`config.mk`:
```
export PLATFORM = sky130hd
export DESIGN_NAME = seq_startup_ctrl
export DESIGN_NICKNAME = d
export VERILOG_FILES = /design/src/rtl/seq_startup_ctrl.sv
export SDC_FILE = /design/constraint.sdc
export NUM_CORES = 1
export LEC_CHECK = 0
export CAP_MARGIN = 20
export CORE_ASPECT_RATIO = 0.7
export CORE_MARGIN = 1.5
export CORE_UTILIZATION = 45
export CTS_BUF_LIST = sky130_fd_sc_hd__clkbuf_8
export CTS_CLUSTER_SIZE = 30
export DETAILED_ROUTE_END_ITERATION = 12
export DONT_BUFFER_PORTS = 1
export PLACE_DENSITY = 0.7
export SKIP_CTS_REPAIR_TIMING = 1
export SYNTH_ARGS = -nofsm -noshare
export SYNTH_HDL_FRONTEND = slang
export SYNTH_SLANG_ARGS = --single-unit
export TNS_END_PERCENT = 1
```
`constraint.sdc`:
```
create_clock -name seq_clk -period 1.94 [get_ports seq_clk]
set_input_delay 0.388 -clock seq_clk [delete_from_list [all_inputs] [get_ports seq_clk]]
set_output_delay 0.388 -clock seq_clk [all_outputs]
set_load 0.05 [all_outputs]
```
`src/rtl/seq_startup_ctrl.sv`:
```
// Startup/recalibration gate between the memory controller/PLL reconfig and the PHY sequencer.
// Holds off the sequencer until init is done and the phase shifter has been idle for a settle time.
module seq_startup_ctrl #(
  parameter int SYNC_STAGES   = 2,
  parameter int SETTLE_CYCLES = 16,
  parameter int BUSY_TIMEOUT  = 1024,
  parameter int RECAL_HOLD    = 8,
  parameter int CNT_WIDTH     = 16,
  parameter bit BYPASS        = 1'b0
) (
  input  logic       seq_clk,
  input  logic       reset_seq_n,
  input  logic       ctl_init_done,
  input  logic       phs_shft_busy,
  input  logic       recal_req,
  input  logic       seq_cal_done,
  input  logic       seq_cal_success,
  output logic       ctl_init_done_for_seq,
  output logic       phs_shft_busy_for_seq,
  output logic       seq_running,
  output logic [2:0] startup_state,
  output logic       busy_timeout_err,
  output logic       cal_pass_sticky,
  output logic [7:0] cal_count
);

  // state         | meaning
  // IDLE          | waiting for controller init done
  // WAIT_BUSY_LOW | init done, phase shifter busy; timeout counter running
  // SETTLE        | phase shifter idle, counting settle cycles
  // GO            | sequencer enabled, waiting for calibration done
  // CAL_DONE      | calibration complete, sequencer still enabled
  // RECAL         | sequencer held off before restarting the startup sequence
  // ERROR         | phase shifter never went idle; left only by a recal request
  typedef enum logic [2:0] {
    ST_IDLE     = 3'd0,
    ST_WAIT     = 3'd1,
    ST_SETTLE   = 3'd2,
    ST_GO       = 3'd3,
    ST_CAL_DONE = 3'd4,
    ST_RECAL    = 3'd5,
    ST_ERROR    = 3'd6
  } state_t;

  localparam logic [CNT_WIDTH-1:0] L_ONE         = CNT_WIDTH'(1);
  localparam logic [CNT_WIDTH-1:0] L_SETTLE_LAST = CNT_WIDTH'(SETTLE_CYCLES - 1);
  localparam logic [CNT_WIDTH-1:0] L_TO_LAST     = CNT_WIDTH'(BUSY_TIMEOUT - 1);
  localparam logic [CNT_WIDTH-1:0] L_HOLD_LAST   = CNT_WIDTH'(RECAL_HOLD - 1);

  logic [SYNC_STAGES-1:0] r_busy_sync;
  logic                   r_recal_d1;
  logic                   r_cal_done_d1;
  state_t                 r_state;
  logic [CNT_WIDTH-1:0]   r_cnt;
  logic                   r_seq_running;
  logic                   r_err;
  logic                   r_recal_pending;
  logic [7:0]             r_cal_count;
  logic                   r_cal_pass;

  state_t                 w_state_nxt;
  logic [CNT_WIDTH-1:0]   w_cnt_nxt;
  logic                   w_err_nxt;
  logic                   w_pending_nxt;
  logic                   w_cal_take;
  logic                   w_busy_s;
  logic                   w_recal_rise;
  logic                   w_cal_rise;

  assign w_busy_s     = r_busy_sync[SYNC_STAGES-1];
  assign w_recal_rise = recal_req & ~r_recal_d1;
  assign w_cal_rise   = seq_cal_done & ~r_cal_done_d1;

  // Synchroniser resets to busy so nothing proceeds until the PLL is seen idle.
  always_ff @(posedge seq_clk or negedge reset_seq_n) begin
    if (!reset_seq_n) begin
      r_busy_sync   <= '1;
      r_recal_d1    <= 1'b0;
      r_cal_done_d1 <= 1'b0;
    end else begin
      r_busy_sync[0] <= phs_shft_busy;
      for (int i = 1; i < SYNC_STAGES; i++) r_busy_sync[i] <= r_busy_sync[i-1];
      r_recal_d1    <= recal_req;
      r_cal_done_d1 <= seq_cal_done;
    end
  end

  always_comb begin
    w_state_nxt   = r_state;
    w_cnt_nxt     = r_cnt;
    w_err_nxt     = r_err;
    w_pending_nxt = r_recal_pending;
    w_cal_take    = 1'b0;
    case (r_state)
      ST_IDLE: begin
        if (ctl_init_done) begin
          w_state_nxt = w_busy_s ? ST_WAIT : ST_SETTLE;
          w_cnt_nxt   = '0;
        end
      end
      ST_WAIT: begin
        if (!ctl_init_done) begin
          w_state_nxt = ST_IDLE;
        end else if (r_cnt == L_TO_LAST) begin
          w_state_nxt = ST_ERROR;
          w_err_nxt   = 1'b1;
        end else if (!w_busy_s) begin
          w_state_nxt = ST_SETTLE;
          w_cnt_nxt   = '0;
        end else begin
          w_cnt_nxt = r_cnt + L_ONE;
        end
      end
      ST_SETTLE: begin
        if (!ctl_init_done) begin
          w_state_nxt = ST_IDLE;
        end else if (w_busy_s) begin
          w_state_nxt = ST_WAIT;
          w_cnt_nxt   = '0;
        end else if (r_cnt == L_SETTLE_LAST) begin
          w_state_nxt = ST_GO;
        end else begin
          w_cnt_nxt = r_cnt + L_ONE;
        end
      end
      ST_GO: begin
        if (!ctl_init_done) begin
          w_state_nxt   = ST_IDLE;
          w_pending_nxt = 1'b0;
        end else begin
          if (w_recal_rise) w_pending_nxt = 1'b1;
          if (w_cal_rise) begin
            w_state_nxt = ST_CAL_DONE;
            w_cal_take  = 1'b1;
          end
        end
      end
      ST_CAL_DONE: begin
        if (!ctl_init_done) begin
          w_state_nxt   = ST_IDLE;
          w_pending_nxt = 1'b0;
        end else if (w_recal_rise || r_recal_pending) begin
          w_state_nxt   = ST_RECAL;
          w_cnt_nxt     = '0;
          w_pending_nxt = 1'b0;
        end
      end
      ST_RECAL: begin
        if (r_cnt == L_HOLD_LAST) w_state_nxt = ST_IDLE;
        else                      w_cnt_nxt   = r_cnt + L_ONE;
      end
      ST_ERROR: begin
        if (w_recal_rise) begin
          w_state_nxt = ST_IDLE;
          w_err_nxt   = 1'b0;
        end
      end
      default: w_state_nxt = ST_IDLE;
    endcase
    // In pass-through mode calibration status tracks every cal-done edge.
    if (BYPASS) w_cal_take = w_cal_rise;
  end

  always_ff @(posedge seq_clk or negedge reset_seq_n) begin
    if (!reset_seq_n) begin
      r_state         <= ST_IDLE;
      r_cnt           <= '0;
      r_seq_running   <= 1'b0;
      r_err           <= 1'b0;
      r_recal_pending <= 1'b0;
      r_cal_count     <= 8'd0;
      r_cal_pass      <= 1'b0;
    end else begin
      r_state         <= w_state_nxt;
      r_cnt           <= w_cnt_nxt;
      r_seq_running   <= (w_state_nxt == ST_GO) || (w_state_nxt == ST_CAL_DONE);
      r_err           <= w_err_nxt;
      r_recal_pending <= w_pending_nxt;
      if (w_cal_take) begin
        if (r_cal_count != 8'hFF) r_cal_count <= r_cal_count + 8'd1;
        r_cal_pass <= seq_cal_success;
      end
    end
  end

  assign ctl_init_done_for_seq = BYPASS ? ctl_init_done : (r_seq_running & ctl_init_done);
  assign phs_shft_busy_for_seq = BYPASS ? phs_shft_busy : (r_seq_running & phs_shft_busy);
  assign seq_running           = BYPASS ? 1'b1 : r_seq_running;
  assign startup_state         = BYPASS ? 3'd3 : r_state;
  assign busy_timeout_err      = BYPASS ? 1'b0 : r_err;
  assign cal_pass_sticky       = r_cal_pass;
  assign cal_count             = r_cal_count;

endmodule

```
; ---- Yosys cells after proc, flatten, opt, wreduce, memory -nomap -nowiden
; Cells that the tools add are included.
[classes]
addsub = 2
n_eq_ne = 24
n_mux = 38
bitwise = 6
n_reduce_logical = 10
[op_table]
columns = op, count
row1 = 16-bit two-way mux, 10
row2 = 16-bit case mux with 5 select lines, 1
row3 = 3-bit two-way mux, 13
row4 = 3-bit case mux with 7 select lines, 1
row5 = 2-bit != test (second input constant), 9
row6 = 16-bit by 1-bit adder with 16-bit output (second input constant), 1
row7 = 16-bit by 10-bit == test with 1-bit output (second input constant), 1
row8 = 16-bit by 3-bit == test with 1-bit output (second input constant), 1
row9 = 16-bit by 4-bit == test with 1-bit output (second input constant), 1
row10 = 3-bit == test (second input constant), 4
row11 = 1-bit two-way mux, 10
row12 = 3-bit by 2-bit == test with 1-bit output (second input constant), 3
row13 = 3-bit != test (second input constant), 3
row14 = 9-bit AND reduction, 1
row15 = 8-bit by 1-bit adder with 8-bit output (second input constant), 1
row16 = 8-bit != test (second input constant), 1
row17 = 5-bit nonzero test, 1
row18 = 1-bit AND, 4
row19 = 1-bit case mux with 2 select lines, 2
row20 = 4-bit AND reduction, 1
row21 = 2-bit nonzero test, 2
row22 = 3-bit by 1-bit == test with 1-bit output (second input constant), 1
row23 = 3-bit zero test, 1
row24 = 3-bit AND reduction, 1
row25 = 4 further kinds, 6
[word_totals]
regBits = 35
inputBits = 7
wordCells = 90

; ---- Depth between registers and ports, before layout
[depth]
ltp_word = 8
depth_mapped = 8
mapped_depth_nobuf = 7

; ---- Least setup slack after synthesis
; OpenSTA, ideal clock, no wires.
[synth_path]
kind = reg2reg
start = register r_state[0], in the netlist startup_state[0]
end = register r_cnt[6]
setup_ns = 0.068
arrival_ns = 2.031
slack_ns = -0.159
stages_incl_launch_ff = 8
n_path_buf = 1
synth_period_minus_slack_ns = 2.099
path_cell_list = dfrtp_1 buf_2 nand2b_1 a2bb2oi_1 a22oi_2 o211ai_2 or3_1 nand3_1
[synth_between]
elab_chain_cells = 3
elab_cells_between_ends = 16
cone_classes = eq/ne (12) / mux (1) / reduce/logical (3)
[synth_rtl]
columns = item, line_no
row1 = from (decl), 53  ; state_t r_state;
row2 = from (signal assigned), 174  ; r_state <= w_state_nxt;
row3 = 3-bit by 2-bit == test with 1-bit output (tied with other cells), 94  ; case (r_state)
row4 = 3-bit != test (no source line) (tied with other cells), n/a
row5 = 9-bit AND reduction (no source line), n/a
row6 = to (signal assigned), 175  ; r_cnt <= w_cnt_nxt;
row7 = to (decl), 54  ; logic [CNT_WIDTH-1:0] r_cnt;
; Several ways; a longest one is shown, not always the timed one.
; A chain may end at the register's enable or synchronous reset.

; ---- Worst setup path in the final report
[layout_path]
start = register r_cnt[10]
end = register r_cnt[11]
[layout_between]
elab_chain_cells = 5
elab_cells_between_ends = 16
cone_classes = add/sub (1) / eq/ne (6) / mux (8) / reduce/logical (1)
[layout_rtl]
columns = item, line_no
row1 = 16-bit by 1-bit adder with 16-bit output, "111, 123, 150"
row2 = "16-bit two-way mux, on equally long branches", "120, 107"
row3 = "16-bit two-way mux, on equally long branches", "117, 104"
row4 = "16-bit two-way mux, on equally long branches", "115, 102"
row5 = 16-bit case mux with 5 select lines, 94
; Several ways; a longest one is shown, not always the timed one. The select of a mux whose other input is x is not followed.

==> impl.org <==
** Synth
- Yosys printed 0 warnings.
- Area contributors post-synth :: sky130_fd_sc_hd__dfrtp_1 (42%), sky130_fd_sc_hd__o21ai_1 (3.3%), sky130_fd_sc_hd__nand2_1 (3.2%)
- In this run the mean area of a mapped cell was 9.88 um^2.
- Synthesis produced a netlist with a net count of 208.
- Gate count of the mapped netlist :: 199
- Synthesized flop and latch total :: 35
- Count of flip-flops with a built-in enable after synthesis :: 0
- In the synthesized netlist the async set-or-reset flop fraction comes to 100%.
- Counting distinct cell types in the post-synthesis netlist gives 52.
- Most instantiated flip-flop cell in the synthesis netlist :: sky130_fd_sc_hd__dfrtp_1
- In this run the biggest area consumer among cell types represents 42.0% of the synthesized area.
- Cell Area, Synth :: 1970 um^2
- The share of the Yosys chip area taken by registers is 44.7%.
- Of all cell types, the one taking the most synthesized area is sky130_fd_sc_hd__dfrtp_1.

** Drt
- For this block, wires on met1 add up to 2.36 mm.
- Wires add up to 4.84 mm.
- Detailed routing inserted a total of 1743 vias.
- Post-DRT Antenna Nets :: 0
- After detailed routing, the met3 layer carries 362 um of wire.
- For this run, design rule violations remaining after detail routing come to 0.
- Using the TritonRoute via totals, the vias-per-cell ratio works out to 6.20.
- In the final routed layout, each cell accounts on average for 17.2 um.
- The first detailed-routing pass took 6 iterations.
- Highest routed metal layer :: met4
- Routed met2 length :: 2.07 mm
- After the first detailed-routing iteration, the DRC count stood at 238.

** Floorplan
- Starting utilization of the core area :: 48.6%
- Boundary pin count :: 23
- Core Box Area :: 4040 um^2
- From bottom edge to top edge, the die measures 58.3 um.
- Row Count :: 19
- In this run the horizontal extent of the chip is 82.0 um.
- Floorplan die area :: 4780 um^2

** Run status
- The checks that failed: setup timing.
- Result of the run :: finished, violations left

** Worst setup path
- The cell family contributing the most delay on the critical path is simple AND/OR/NAND/NOR gates.
- The worst register-to-register path begins at r_cnt[10]$_DFFE_PN0P_.
- Counting both buffers and inverters, the worst setup path holds a total of 1.
- Max FO, Critical Path :: 6
- CP Data Required Time :: 2.12 ns
- Crit path cell chain :: nor4_4 > nor4b_4 > nand3_2 > o211ai_2 > buf_4 > o21ai_1
- Startpoint of the worst setup timing path :: r_cnt[10]$_DFFE_PN0P_
- The worst setup path is launched from a register.
- Kind of critical path :: reg2reg
- Largest stage delay, worst path :: 0.41 ns
- The worst setup path is captured at a register.
- Crit path DAT :: 2.15 ns
- Crit-path slowest cell :: sky130_fd_sc_hd__dfrtp_1

** Place
- Final weighted congestion in routability-driven placement :: 0.954
- Setup slack at placement :: -0.0275 ns
- Once detailed placement completed, the half-perimeter wirelength came to 3.54 mm.
- Count of port buffers added during placement :: 0

** Run
- Max-cap violations in this run came to 0.

** Global routing
- Global routing consumed, over all layers together, 22.1% of the routing resources.
- Entering global routing, the biggest net connects 36 pins.
- Initial antenna violation count :: 0
- The first global-routing pass estimated 7.86 mm of wire.
- Global routing finished with a remaining overflow of 0.
- The via count of the first global-routing pass is 1600.

** Final layout
- Number of inserted filler cells in the final layout :: 348
- In the final layout, the share of cells above drive strength 1 is 27.9%.
- Most common library cell in the layout ignoring fill and taps :: sky130_fd_sc_hd__buf_4
- After the last flow step, the layout net total stands at 237.
- Area overhead of the layout relative to synthesis :: 21.4%
- The number of antenna diodes in the final layout is 0.
- Combined area of the multi-input logic cells :: 1040 um^2
- Most frequent cells in the layout :: sky130_fd_sc_hd__buf_4 (26), sky130_fd_sc_hd__dfrtp_1 (25), sky130_fd_sc_hd__o21ai_1 (17)
- Summing all flip-flop and latch instances after layout gives 888 um^2.
- Util after Layout :: 59.0%

** Clock network
- TritonCTS built the clock tree.
- Clock tree synthesis found a total of 35 sinks.
- After clock tree synthesis, the clock-pin slew on the worst setup and hold paths is 0.07 ns.
- No sink is reached through more buffers than the 2 on the longest clock path.
- Max H-tree Level :: 2
- Clock tree synthesis selected as its root buffer the cell sky130_fd_sc_hd__clkbuf_8.
- Clock latency on the worst-skew pair, taken at its later pin, is 0.30 ns.
- The number of clock buffers added by TritonCTS is 5.

** Pwr
- Power density cells :: 613 nW/um^2
- Leakage :: 1.01 nW
- IR Drop Worst-Case VDD :: 0.000417 V

** STA
- Highest clock frequency the design can meet :: 507 MHz
- Worst-case headroom to the max-slew limit :: 67.0%
- On the final layout, the worst clock skew is 0.00683 ns.
- Setup violation total in the final timing report :: 6
- The number of hold violations in the final report is 0.
- After layout, the worst path uses 102% of the clock period.
- Max-slew violations :: 0
- At the pin with the least slew margin, the transition time is 0.498 ns.
- Time the final worst path needs with I/O delays and setup :: 1.97 ns
- Setup repair after global routing could not meet its margin everywhere.
- Across all setup checks in the final design, the least slack found is -0.0326 ns.

** Hold path
- Hold WC Path Type :: in2reg
- Start point of the worst min-delay path :: phs_shft_busy
==> area by class of cell <==
class | count | share of cell area [%]
clock buffers | 6 | 3.46
clock inverters | 2 | 1.47
inverters | 5 | 0.787
multi-input cells | 151 | 43.6
flip-flops and latches | 35 | 37.2
well taps | 52 | 2.73
repair buffers | 30 | 10.7
==> per-stage QoR <==
stage | hold WS (ns) | instances | cell area, um^2 | total power, W | TNS, ns
2_1_floorplan | 0.0924 | 199 | 1980 | 0.000760 | -0.00355
5_1_grt | 0.0629 | 281 | 2390 | 0.00151 | -1.33
3_5_place_dp | 0.0937 | 271 | 2210 | 0.000763 | -0.0403
3_3_place_gp | 0.0938 | 271 | 2210 | 0.000762 | 0
4_1_cts | -0.226 | 279 | 2330 | 0.00145 | -0.128
6_report | 0.0803 | 281 | 2390 | 0.00146 | -0.0980
==> registers in the layout (all words and copies together), names as in the netlist <==
signal / flops
r_cnt: 16
cal_count: 8
startup_state: 3
r_busy_sync: 2
busy_timeout_err: 1
cal_pass_sticky: 1
r_cal_done_d1: 1
r_recal_d1: 1
r_recal_pending: 1
seq_running: 1
==> final timing paths <==
| kind | to | slack, ns | cells past startpoint |
|---|---|---|---|
| max in group asynchronous | r_busy_sync[0]$_DFF_PN1_ | 1.16 | 2 |
| max | r_cnt[11]$_DFFE_PN0P_ | -0.03 | 6 |
| min reg2reg | r_busy_sync[1]$_DFF_PN1_ | 0.36 | 0 |
| min | r_busy_sync[0]$_DFF_PN1_ | 0.08 | 0 |
| max reg2reg | r_cnt[11]$_DFFE_PN0P_ | -0.03 | 6 |
| min in group asynchronous | r_cnt[6]$_DFFE_PN0P_ | 0.53 | 2 |
==> Yosys cell counts, types with 3 or more instances <==
library cell	number
sky130_fd_sc_hd__dfrtp_1	33
sky130_fd_sc_hd__nand2_1	17
sky130_fd_sc_hd__nor2_1	13
sky130_fd_sc_hd__o21ai_1	13
sky130_fd_sc_hd__nand3_1	10
sky130_fd_sc_hd__o31ai_1	8
sky130_fd_sc_hd__o21ai_0	7
sky130_fd_sc_hd__and2_1	6
sky130_fd_sc_hd__xnor2_1	6
sky130_fd_sc_hd__a21oi_1	5
sky130_fd_sc_hd__and3_1	5
sky130_fd_sc_hd__inv_1	5
sky130_fd_sc_hd__nand4_1	5
sky130_fd_sc_hd__a31oi_1	4
sky130_fd_sc_hd__and4_1	4
sky130_fd_sc_hd__nand2b_1	4
sky130_fd_sc_hd__nor2b_1	4
sky130_fd_sc_hd__buf_2	3
sky130_fd_sc_hd__nand3b_1	3
==> routing by layer <==
metal / vias to the layer above / GRT usage (%)
li1: 809 / -
met1: 862 / 34.0
met2: 64 / 29.2
met3: 8 / 6.82
met4: 0 / 7.75
met5: - / 0
==> kinds of logic (layout without fill, tap and decap cells) <==
family,after synthesis,after routing,synth area share [%]
buffers and inverters,13,43,3.44
multiplexers,3,3,1.65
adder cells (fa/ha/maj),2,2,1.27
AND/OR/NAND/NOR,79,79,23.8
XOR/XNOR,8,8,3.56
flip-flops,35,35,44.7
AO/OA/AOI/OAI,59,59,21.6
==> power by group <==
part           leakage (nW)  internal, W  total (W)  switching, W
Clock                0.0612     0.000416   0.000694      0.000278
Sequential            0.437     0.000735   0.000738    0.00000329
Combinational         0.511    0.0000105  0.0000306     0.0000202
Total                  1.01      0.00116    0.00146      0.000301
(Power assumes the default switching activity.)
